$ cat src/rtl/jk_arb_ctrl.sv
// Arbiter that time-shares one external master-slave JK flip-flop among NREQ requesters.
// Round-robin by default; define JK_ARB_FIXED_PRIO_EN for fixed lowest-index-first priority.
module jk_arb_ctrl #(
    parameter int NREQ       = 4,
    parameter int SETTLE_CYC = 2
) (
    input  logic                clk,
    input  logic                rst_n,
    input  logic [NREQ-1:0]     req,
    input  logic [2*NREQ-1:0]   cmd,
    output logic [NREQ-1:0]     gnt,
    output logic [NREQ-1:0]     ack,
    output logic                rdata,
    output logic                jj,
    output logic                kk,
    output logic                ff_clk,
    input  logic                qq,
    input  logic                qqbar,
    output logic                busy,
    output logic                err
);

    localparam int IW = (NREQ > 1) ? $clog2(NREQ) : 1;
    localparam logic [3:0] SETTLE_LAST = 4'(SETTLE_CYC - 1);

    typedef enum logic [1:0] {
        IDLE   = 2'd0,
        DRIVE  = 2'd1,
        SETTLE = 2'd2,
        DONE   = 2'd3
    } state_t;

    state_t            r_state;
    state_t            w_state_next;
    logic [NREQ-1:0]   r_gnt;
    logic [NREQ-1:0]   w_gnt_next;
    logic [NREQ-1:0]   r_ack;
    logic [NREQ-1:0]   w_ack_next;
    logic              r_rdata;
    logic              w_rdata_next;
    logic              r_jj;
    logic              w_jj_next;
    logic              r_kk;
    logic              w_kk_next;
    logic              r_ff_clk;
    logic              w_ff_clk_next;
    logic              r_busy;
    logic              w_busy_next;
    logic              r_err;
    logic              w_err_next;
    logic [3:0]        r_cnt;
    logic [3:0]        w_cnt_next;

    logic              w_found;
    logic [IW-1:0]     w_win_idx;
    logic [IW-1:0]     w_cand;
    logic [NREQ-1:0]   w_win_oh;
    logic [NREQ-1:0]   w_j_vec;
    logic [NREQ-1:0]   w_k_vec;
    logic              w_win_j;
    logic              w_win_k;

`ifndef JK_ARB_FIXED_PRIO_EN
    logic [IW-1:0]     r_ptr;
    logic [IW-1:0]     w_ptr_next;
    logic [IW-1:0]     w_ptr_adv;
    logic [IW:0]       w_sum;
    logic [IW:0]       w_adv;
`endif

    // Winner search: walk requesters starting from the pointer (or index 0), first hit wins.
    always_comb begin
        w_found   = 1'b0;
        w_win_idx = '0;
        w_cand    = '0;
`ifndef JK_ARB_FIXED_PRIO_EN
        w_sum     = '0;
        w_adv     = '0;
        w_ptr_adv = '0;
`endif
        for (int off = 0; off < NREQ; off++) begin
`ifdef JK_ARB_FIXED_PRIO_EN
            w_cand = IW'(off);
`else
            w_sum = {1'b0, r_ptr} + (IW+1)'(off);
            if (w_sum >= (IW+1)'(NREQ)) begin
                w_sum = w_sum - (IW+1)'(NREQ);
            end
            w_cand = w_sum[IW-1:0];
`endif
            if (!w_found && req[w_cand]) begin
                w_found   = 1'b1;
                w_win_idx = w_cand;
            end
        end
`ifndef JK_ARB_FIXED_PRIO_EN
        w_adv = {1'b0, w_win_idx} + (IW+1)'(1);
        if (w_adv >= (IW+1)'(NREQ)) begin
            w_adv = '0;
        end
        w_ptr_adv = w_adv[IW-1:0];
`endif
    end

    // One-hot winner decode and AND-OR selection of the winner's {j,k}.
    genvar gi;
    generate
        for (gi = 0; gi < NREQ; gi++) begin : g_dec
            assign w_win_oh[gi] = (w_win_idx == IW'(gi));
            assign w_j_vec[gi]  = cmd[2*gi+1];
            assign w_k_vec[gi]  = cmd[2*gi];
        end
    endgenerate

    assign w_win_j = |(w_win_oh & w_j_vec);
    assign w_win_k = |(w_win_oh & w_k_vec);

    always_comb begin
        w_state_next  = r_state;
        w_gnt_next    = r_gnt;
        w_ack_next    = '0;
        w_rdata_next  = r_rdata;
        w_jj_next     = r_jj;
        w_kk_next     = r_kk;
        w_ff_clk_next = 1'b0;
        w_err_next    = r_err;
        w_cnt_next    = r_cnt;
`ifndef JK_ARB_FIXED_PRIO_EN
        w_ptr_next    = r_ptr;
`endif
        case (r_state)
            IDLE: begin
                w_gnt_next = '0;
                w_jj_next  = 1'b0;
                w_kk_next  = 1'b0;
                if (w_found) begin
                    w_state_next  = DRIVE;
                    w_gnt_next    = w_win_oh;
                    w_jj_next     = w_win_j;
                    w_kk_next     = w_win_k;
                    w_ff_clk_next = 1'b1;
`ifndef JK_ARB_FIXED_PRIO_EN
                    w_ptr_next    = w_ptr_adv;
`endif
                end
            end
            DRIVE: begin
                w_state_next = SETTLE;
                w_cnt_next   = '0;
            end
            SETTLE: begin
                if (r_cnt == SETTLE_LAST) begin
                    // q is sampled on the edge entering DONE so rdata lines up with ack.
                    w_state_next = DONE;
                    w_rdata_next = qq;
                    w_ack_next   = r_gnt;
                    if (qq == qqbar) begin
                        w_err_next = 1'b1;
                    end
                end else begin
                    w_cnt_next = r_cnt + 4'd1;
                end
            end
            DONE: begin
                w_state_next = IDLE;
                w_gnt_next   = '0;
                w_jj_next    = 1'b0;
                w_kk_next    = 1'b0;
            end
            default: begin
                w_state_next = IDLE;
                w_gnt_next   = '0;
            end
        endcase
        w_busy_next = (w_state_next != IDLE);
    end

    always_ff @(posedge clk or negedge rst_n) begin
        if (!rst_n) begin
            r_state  <= IDLE;
            r_gnt    <= '0;
            r_ack    <= '0;
            r_rdata  <= 1'b0;
            r_jj     <= 1'b0;
            r_kk     <= 1'b0;
            r_ff_clk <= 1'b0;
            r_busy   <= 1'b0;
            r_err    <= 1'b0;
            r_cnt    <= '0;
        end else begin
            r_state  <= w_state_next;
            r_gnt    <= w_gnt_next;
            r_ack    <= w_ack_next;
            r_rdata  <= w_rdata_next;
            r_jj     <= w_jj_next;
            r_kk     <= w_kk_next;
            r_ff_clk <= w_ff_clk_next;
            r_busy   <= w_busy_next;
            r_err    <= w_err_next;
            r_cnt    <= w_cnt_next;
        end
    end

`ifndef JK_ARB_FIXED_PRIO_EN
    always_ff @(posedge clk or negedge rst_n) begin
        if (!rst_n) begin
            r_ptr <= '0;
        end else begin
            r_ptr <= w_ptr_next;
        end
    end
`endif

    assign gnt    = r_gnt;
    assign ack    = r_ack;
    assign rdata  = r_rdata;
    assign jj     = r_jj;
    assign kk     = r_kk;
    assign ff_clk = r_ff_clk;
    assign busy   = r_busy;
    assign err    = r_err;

endmodule

$ cat config.mk
export PLATFORM = sky130hd
export DESIGN_NAME = jk_arb_ctrl
export DESIGN_NICKNAME = d
export VERILOG_FILES = /design/src/rtl/jk_arb_ctrl.sv
export SDC_FILE = /design/constraint.sdc
export NUM_CORES = 1
export LEC_CHECK = 0
export CELL_PAD_IN_SITES_DETAIL_PLACEMENT = 0
export CELL_PAD_IN_SITES_GLOBAL_PLACEMENT = 2
export CORE_MARGIN = 2
export CORE_UTILIZATION = 30
export DETAILED_ROUTE_END_ITERATION = 7
export HOLD_SLACK_MARGIN = 0.12
export PLACE_DENSITY = 0.84
export SLEW_MARGIN = 20
export SYNTH_ARGS = -nofsm -noshare
export SYNTH_HDL_FRONTEND = slang
export SYNTH_SLANG_ARGS = --single-unit
$ cat constraint.sdc
create_clock -name clk -period 2.55 [get_ports clk]
set_clock_uncertainty 0.2 [all_clocks]
set_input_delay 0.51 -clock clk [delete_from_list [all_inputs] [get_ports clk]]
set_output_delay 0.51 -clock clk [all_outputs]
set_load 0.02 [all_outputs]
=== After elaboration in Yosys (flattened, before gate mapping) ===
Cells that the tools add are included.

* Logic and storage cells: 93
* Register bits: 22
* Bits of input ports: 16
* Output and inout bits: 14

* Equality and inequality tests: 9
* Muxes and demuxes: 36
* Add/sub/neg operators: 9
* Bitwise gates (word level): 2
* Magnitude comparators: 9
* Reduce and logical (&&, ||, !) cells: 17

{| class="wikitable"
|+ Operators with widths
! operator !! count
|-
| 2-bit two-way mux || 11
|-
| 4-bit two-way mux || 4
|-
| 4-bit case mux with 2 select lines || 2
|-
| 3-bit greater-or-equal comparator, second input constant || 4
|-
| 2-bit by 3-bit < comparator with 1-bit output, second input constant || 4
|-
| 1-bit two-way mux || 12
|-
| 4-bit bitwise AND || 2
|-
| 1-bit binary-select mux with 2-bit select || 4
|-
| 2-bit equality test, second input constant || 4
|-
| 2-bit case mux with 4 select lines || 1
|-
| 4-bit OR reduction || 2
|-
| 2-bit by 1-bit subtractor with 2-bit output, second input constant || 4
|-
| 2-bit by 1-bit adder with 3-bit output, second input constant || 2
|-
| 2-bit by 2-bit adder with 3-bit output, second input constant || 2
|-
| 2-bit AND reduction || 3
|-
| 2-bit nonzero test || 3
|-
| 4-bit by 1-bit adder with 4-bit output, second input constant || 1
|-
| 2-bit by 1-bit equality test with 1-bit output, second input constant || 2
|-
| 4-bit by 1-bit equality test with 1-bit output, second input constant || 1
|-
| 2-bit logical NOT || 2
|-
| 1-bit case mux with 2 select lines || 2
|-
| 2-bit by 3-bit greater-or-equal comparator with 1-bit output, second input constant || 1
|-
| 1-bit logical AND || 3
|-
| 1-bit logical NOT || 3
|-
| 3 further kinds || 3
|}

=== Depth between registers and ports, before layout ===
* Depth in word-level cells: 19
* Mapped depth: 7
* Mapped depth without buffers: 7

=== Worst setup path before layout ===
OpenSTA, ideal clock, no wires.

* Path kind: input-to-reg
* Start: in req[3]
* End: reg r_jj (netlist: jj)
* Path buffers: 0
* Cell stages on the path: 7
* Path slack: 615 ps
* Library setup time: 133 ps
* Arrival: 1,602 ps
* Data required time: 2,217 ps
* Cells stage by stage: mux2i_1 -> nand2_1 -> and3_1 -> ha_1 -> a22o_1 -> a221oi_1 -> o41ai_1

* Word-level cells in the longest chain between the ends: 17

{| class="wikitable"
|+ RTL lines
! item !! RTL line !! RTL
|-
| start, declared || 9 || <nowiki>input logic [NREQ-1:0] req,</nowiki>
|-
| 1-bit binary-select mux with 2-bit select || 91 || <nowiki>if (!w_found && req[w_cand]) begin</nowiki>
|-
| 1-bit two-way mux (implied by the code) || 91 ||
|-
| 1-bit two-way mux || 91 ||
|-
| 1-bit logical NOT || 91 ||
|-
| 1-bit logical AND || 91 ||
|-
| 1-bit two-way mux || 91 ||
|-
| 1-bit logical NOT || 91 ||
|-
| 1-bit logical AND || 91 ||
|-
| 1-bit two-way mux || 91 ||
|-
| 1-bit logical NOT || 91 ||
|-
| 1-bit logical AND || 91 ||
|-
| 2-bit two-way mux || 91 ||
|-
| 2-bit by 1-bit equality test with 1-bit output (tied with other cells) || 109 || <nowiki>assign w_win_oh[gi] = (w_win_idx == IW'(gi));</nowiki>
|-
| 4-bit bitwise AND || 115 || <nowiki>assign w_win_j = |(w_win_oh & w_j_vec);</nowiki>
|-
| 4-bit OR reduction || 115 ||
|-
| 1-bit two-way mux (*) || 136 || <nowiki>if (w_found) begin</nowiki>
|-
| 1-bit case mux with 2 select lines (*) || 131 || <nowiki>case (r_state)</nowiki>
|-
| end signal, assigned || 195 || <nowiki>r_jj <= w_jj_next;</nowiki>
|-
| end, declared || 41 || <nowiki>logic r_jj;</nowiki>
|}

Every way passes the cells marked *; elsewhere a longest branch is shown, timed or not. The select of a mux whose other input is x is not followed.
A chain may end at the register's enable or synchronous reset.

=== Worst setup path in the final report ===
* Start: in req[3]
* End: reg r_kk (netlist: kk)

* Word-level cells in the longest chain between the ends: 17

{| class="wikitable"
|+ RTL lines
! item !! RTL line !! RTL
|-
| 1-bit binary-select mux with 2-bit select || 91 ||
|-
| 1-bit two-way mux (implied by the code) || 91 ||
|-
| 1-bit two-way mux || 91 ||
|-
| 1-bit logical NOT || 91 ||
|-
| 1-bit logical AND || 91 ||
|-
| 1-bit two-way mux || 91 ||
|-
| 1-bit logical NOT || 91 ||
|-
| 1-bit logical AND || 91 ||
|-
| 1-bit two-way mux || 91 ||
|-
| 1-bit logical NOT || 91 ||
|-
| 1-bit logical AND || 91 ||
|-
| 2-bit two-way mux || 91 ||
|-
| 2-bit by 1-bit equality test with 1-bit output (tied with other cells) || 109 ||
|-
| 4-bit bitwise AND || 116 || <nowiki>assign w_win_k = |(w_win_oh & w_k_vec);</nowiki>
|-
| 4-bit OR reduction || 116 ||
|-
| 1-bit two-way mux (*) || 136 ||
|-
| 1-bit case mux with 2 select lines (*) || 131 ||
|-
| end signal, assigned || 196 || <nowiki>r_kk <= w_kk_next;</nowiki>
|-
| end, declared || 43 || <nowiki>logic r_kk;</nowiki>
|}

Marked as above.

==> metrics.md <==
| Metric | Value |
|---|---|
| Status | completed |
| P_leak | 0.742 nW |
| CTS sink cnt | 22 |
| CTS tree | done |
| Die area | 4500 µm² |
| Post-DRT Antenna Nets | 0 |
| Area post-placement | 1580 µm² |
| Critical path class | in2reg |
| Detailed placement HPWL | 1940 µm |
| Fillcell total | 374 |
| Crit-path slowest cell | clkdlybuf4s50_1 |
| Layout cells sized above 1 | 14.1% |
| Power density cells | 1090 nW/µm² |
| Setup Total Neg Slack | 0 ns |
| Synth area leaders | dfrtp_1 46%, ha_1 12%, a22o_2 3.4% |
| Largest net degree at the start of global routing | 23 |
| RR Startpoint | r_ptr[1] |
| Crit path cell chain | clkdlybuf4s50_1, mux2i_1, nand2_1, and3_1, ha_1, a22o_1, a221oi_1, o41ai_1 |
| Commonest non-fill, non-tap cell in the layout | clkdlybuf4s50_1 |
| Inserted Clock Buffers | 3 |
| Final non-filler cell area | 1650 µm² |
| Setup ws final | 0.174 ns |
| Max stage delay on crit path | 0.49 ns |
| Die Wd | 67.1 µm |
| # nets final | 170 |
| Vias in the first global route | 918 |
| Vias | 921 |
| Fin. Hold Viols | 0 |
| Drt total wl | 2500 µm |
| Antenna Cells | 0 |
| Residual DRC | 0 |
| Initial antenna violation count | 0 |
| Most frequent cells in the layout | 29 x clkdlybuf4s50_1, 22 x dfrtp_1, 11 x ha_1 |
| Synth area leader | dfrtp_1 |
| PortBufs | 29 |
| Tightest Pin Transition | 0.395 ns |
| Core Rows | 22 |
| Worst Setup Slack post-DPL | -0.0423 ns |
| CP endpoint kind | flop |
| Starting Density | 31.9% |
| Final Max Slew Viols | 0 |
| Sequential fraction of the synthesis area | 46.1% |
| Crit path from | req[3] |
| Critical-path maximum fanout | 5 |
| Cell area after synthesis | 1190 µm² |
| CTS clk-pin slew, worst paths | 0.08 ns |
| Hold Crit Start | err |
| Mapped Cells | 105 |
| Yosys warns | 0 |
| Hold Buf Count CTS | 0 |
| Post-cts resize count | 0 |
| P&R area growth vs syn | 38.4% |
| CTS max path bufs | 2 |
| Startpoint Class | primary input |
| Grt total ovfl | 0 |
| Worst Path Arrival | 2.31 ns |
| First-pass GRT wire length | 4150 µm |
| Maximum clock frequency | 421 MHz |
| Worst vdd ir | 0.337 mV |
| Tmin final | 2.38 ns |
| Min-delay worst type | reg2reg |
| Setup bufs post-CTS | 0 |
| Unrepaired setup endpoints after global routing | false |
| Drt pass-1 iters | 4 |
| Crit path capture | kk |
| Reg-to-reg slack, setup | 0.41 ns |
| 1st-iter DRT viols | 29 |
| I/O Pins | 30 |
| Net Count, Synth | 132 |
| Clock latency on the worst-skew pair | 0.26 ns |
| Critical Path RT | 2.48 ns |
| MaxCap Viol Count | 0 |
| Rel. slew slack | 73.4% |
| Distinct cells, synth | 35 |
| Final setup violation count | 0 |
| R2R depth | 7 |
| Die H | 67.1 µm |
| Root buf cell | clkbuf_8 |
| Avg Synthesized Cell Area | 11.4 µm² |
| Total track usage | 12.3% |
| Core Box Area | 3740 µm² |
| End of the worst register-to-register path | kk |
| Routability cong. | 0.827 |
| Synth Register Bits | 22 |
| CTS H-tree depth | 1 |
| DR WL/cell | 13.2 µm |
| Yosys top cell area share | 46.1% |
| DR vias/cell | 4.85 |
| Fin crit share | 93.2% |
==> cell usage after synthesis (all sizes together) <==
master	n
dfrtp	22
ha	11
nand2	7
a22o	6
nor2b	6
o21ai	5
a21o	4
and2	4
inv	4
nor2	4
nand3	3
o41ai	3
a21oi	2
a221oi	2
mux2i	2
nand2b	2
nor3b	2
a211o	1
a2bb2oi	1
a31oi	1
and3	1
and4bb	1
buf	1
clkbuf	1
mux2	1
nand3b	1
nand4	1
nor4	1
o21a	1
or2	1
or3b	1
xnor2	1
xor2	1
==> power breakdown <==
group | total [W] | switching (W) | internal (W)
Clock | 0.000325 | 0.000115 | 0.000210
Sequential | 0.000574 | 0.000103 | 0.000471
Combinational | 0.000896 | 0.000452 | 0.000444
Total | 0.00179 | 0.000670 | 0.00112
==> logic make-up after synthesis <==
group | count (synthesis) | share of synthesized area (%)
mux | 3 | 2.62
flops | 22 | 46.1
simple gates | 35 | 18.6
xor+xnor | 2 | 1.47
compound gates | 26 | 17.7
buf+inv | 6 | 1.99
fa+ha+maj | 11 | 11.5
==> critical path, delay by kind of cell <==
kind | cells | cell delay (ns)
fa+ha+maj | 1 | 0.23
buf+inv | 1 | 0.49
compound gates | 3 | 0.56
mux | 1 | 0.22
simple gates | 2 | 0.29
==> layer usage <==
layer	global-route usage (%)	routed length (µm)
met2	19.3	1120
met1	16.4	1220
met5	0	0
met4	4.59	12
met3	2.87	154
==> worst min-delay path by stage <==
stage,endpoint,cells past startpoint
finish,err,1
global route,err,1
CTS,err,1
detailed placement,err,1
global placement,err,1
floorplan,ack[0],0
==> metrics by stage <==
step	total power [W]	std cells	hold WS, ns	util (%)
after CTS	0.00182	190	0.271	44.1
after detailed placement	0.00148	186	0.251	42.2
after global placement	0.00146	186	0.238	42.2
after global routing	0.00194	190	0.298	44.1
after floorplan	0.00117	105	0.0144	-
final	0.00179	190	0.264	44.1
==> cell type report <==
class | count | area, µm² | share of cell area (%)
clock buffers | 3 | 41.3 | 2.50
clock inverters | 1 | 30.0 | 1.82
inverters | 4 | 15.0 | 0.909
multi-input cells | 77 | 619 | 37.5
flip-flops and latches | 22 | 551 | 33.3
well taps | 48 | 60.1 | 3.64
repair buffers | 35 | 335 | 20.3
==> flip-flops by register name (all words and copies together), names as in the netlist <==
signal and flops:
r_ptr 2, kk 1, r_cnt 4, r_state 2, ff_clk 1, err 1, jj 1, gnt 4
busy 1, ack 4, rdata 1
Power figures use the tool's default switching activity.
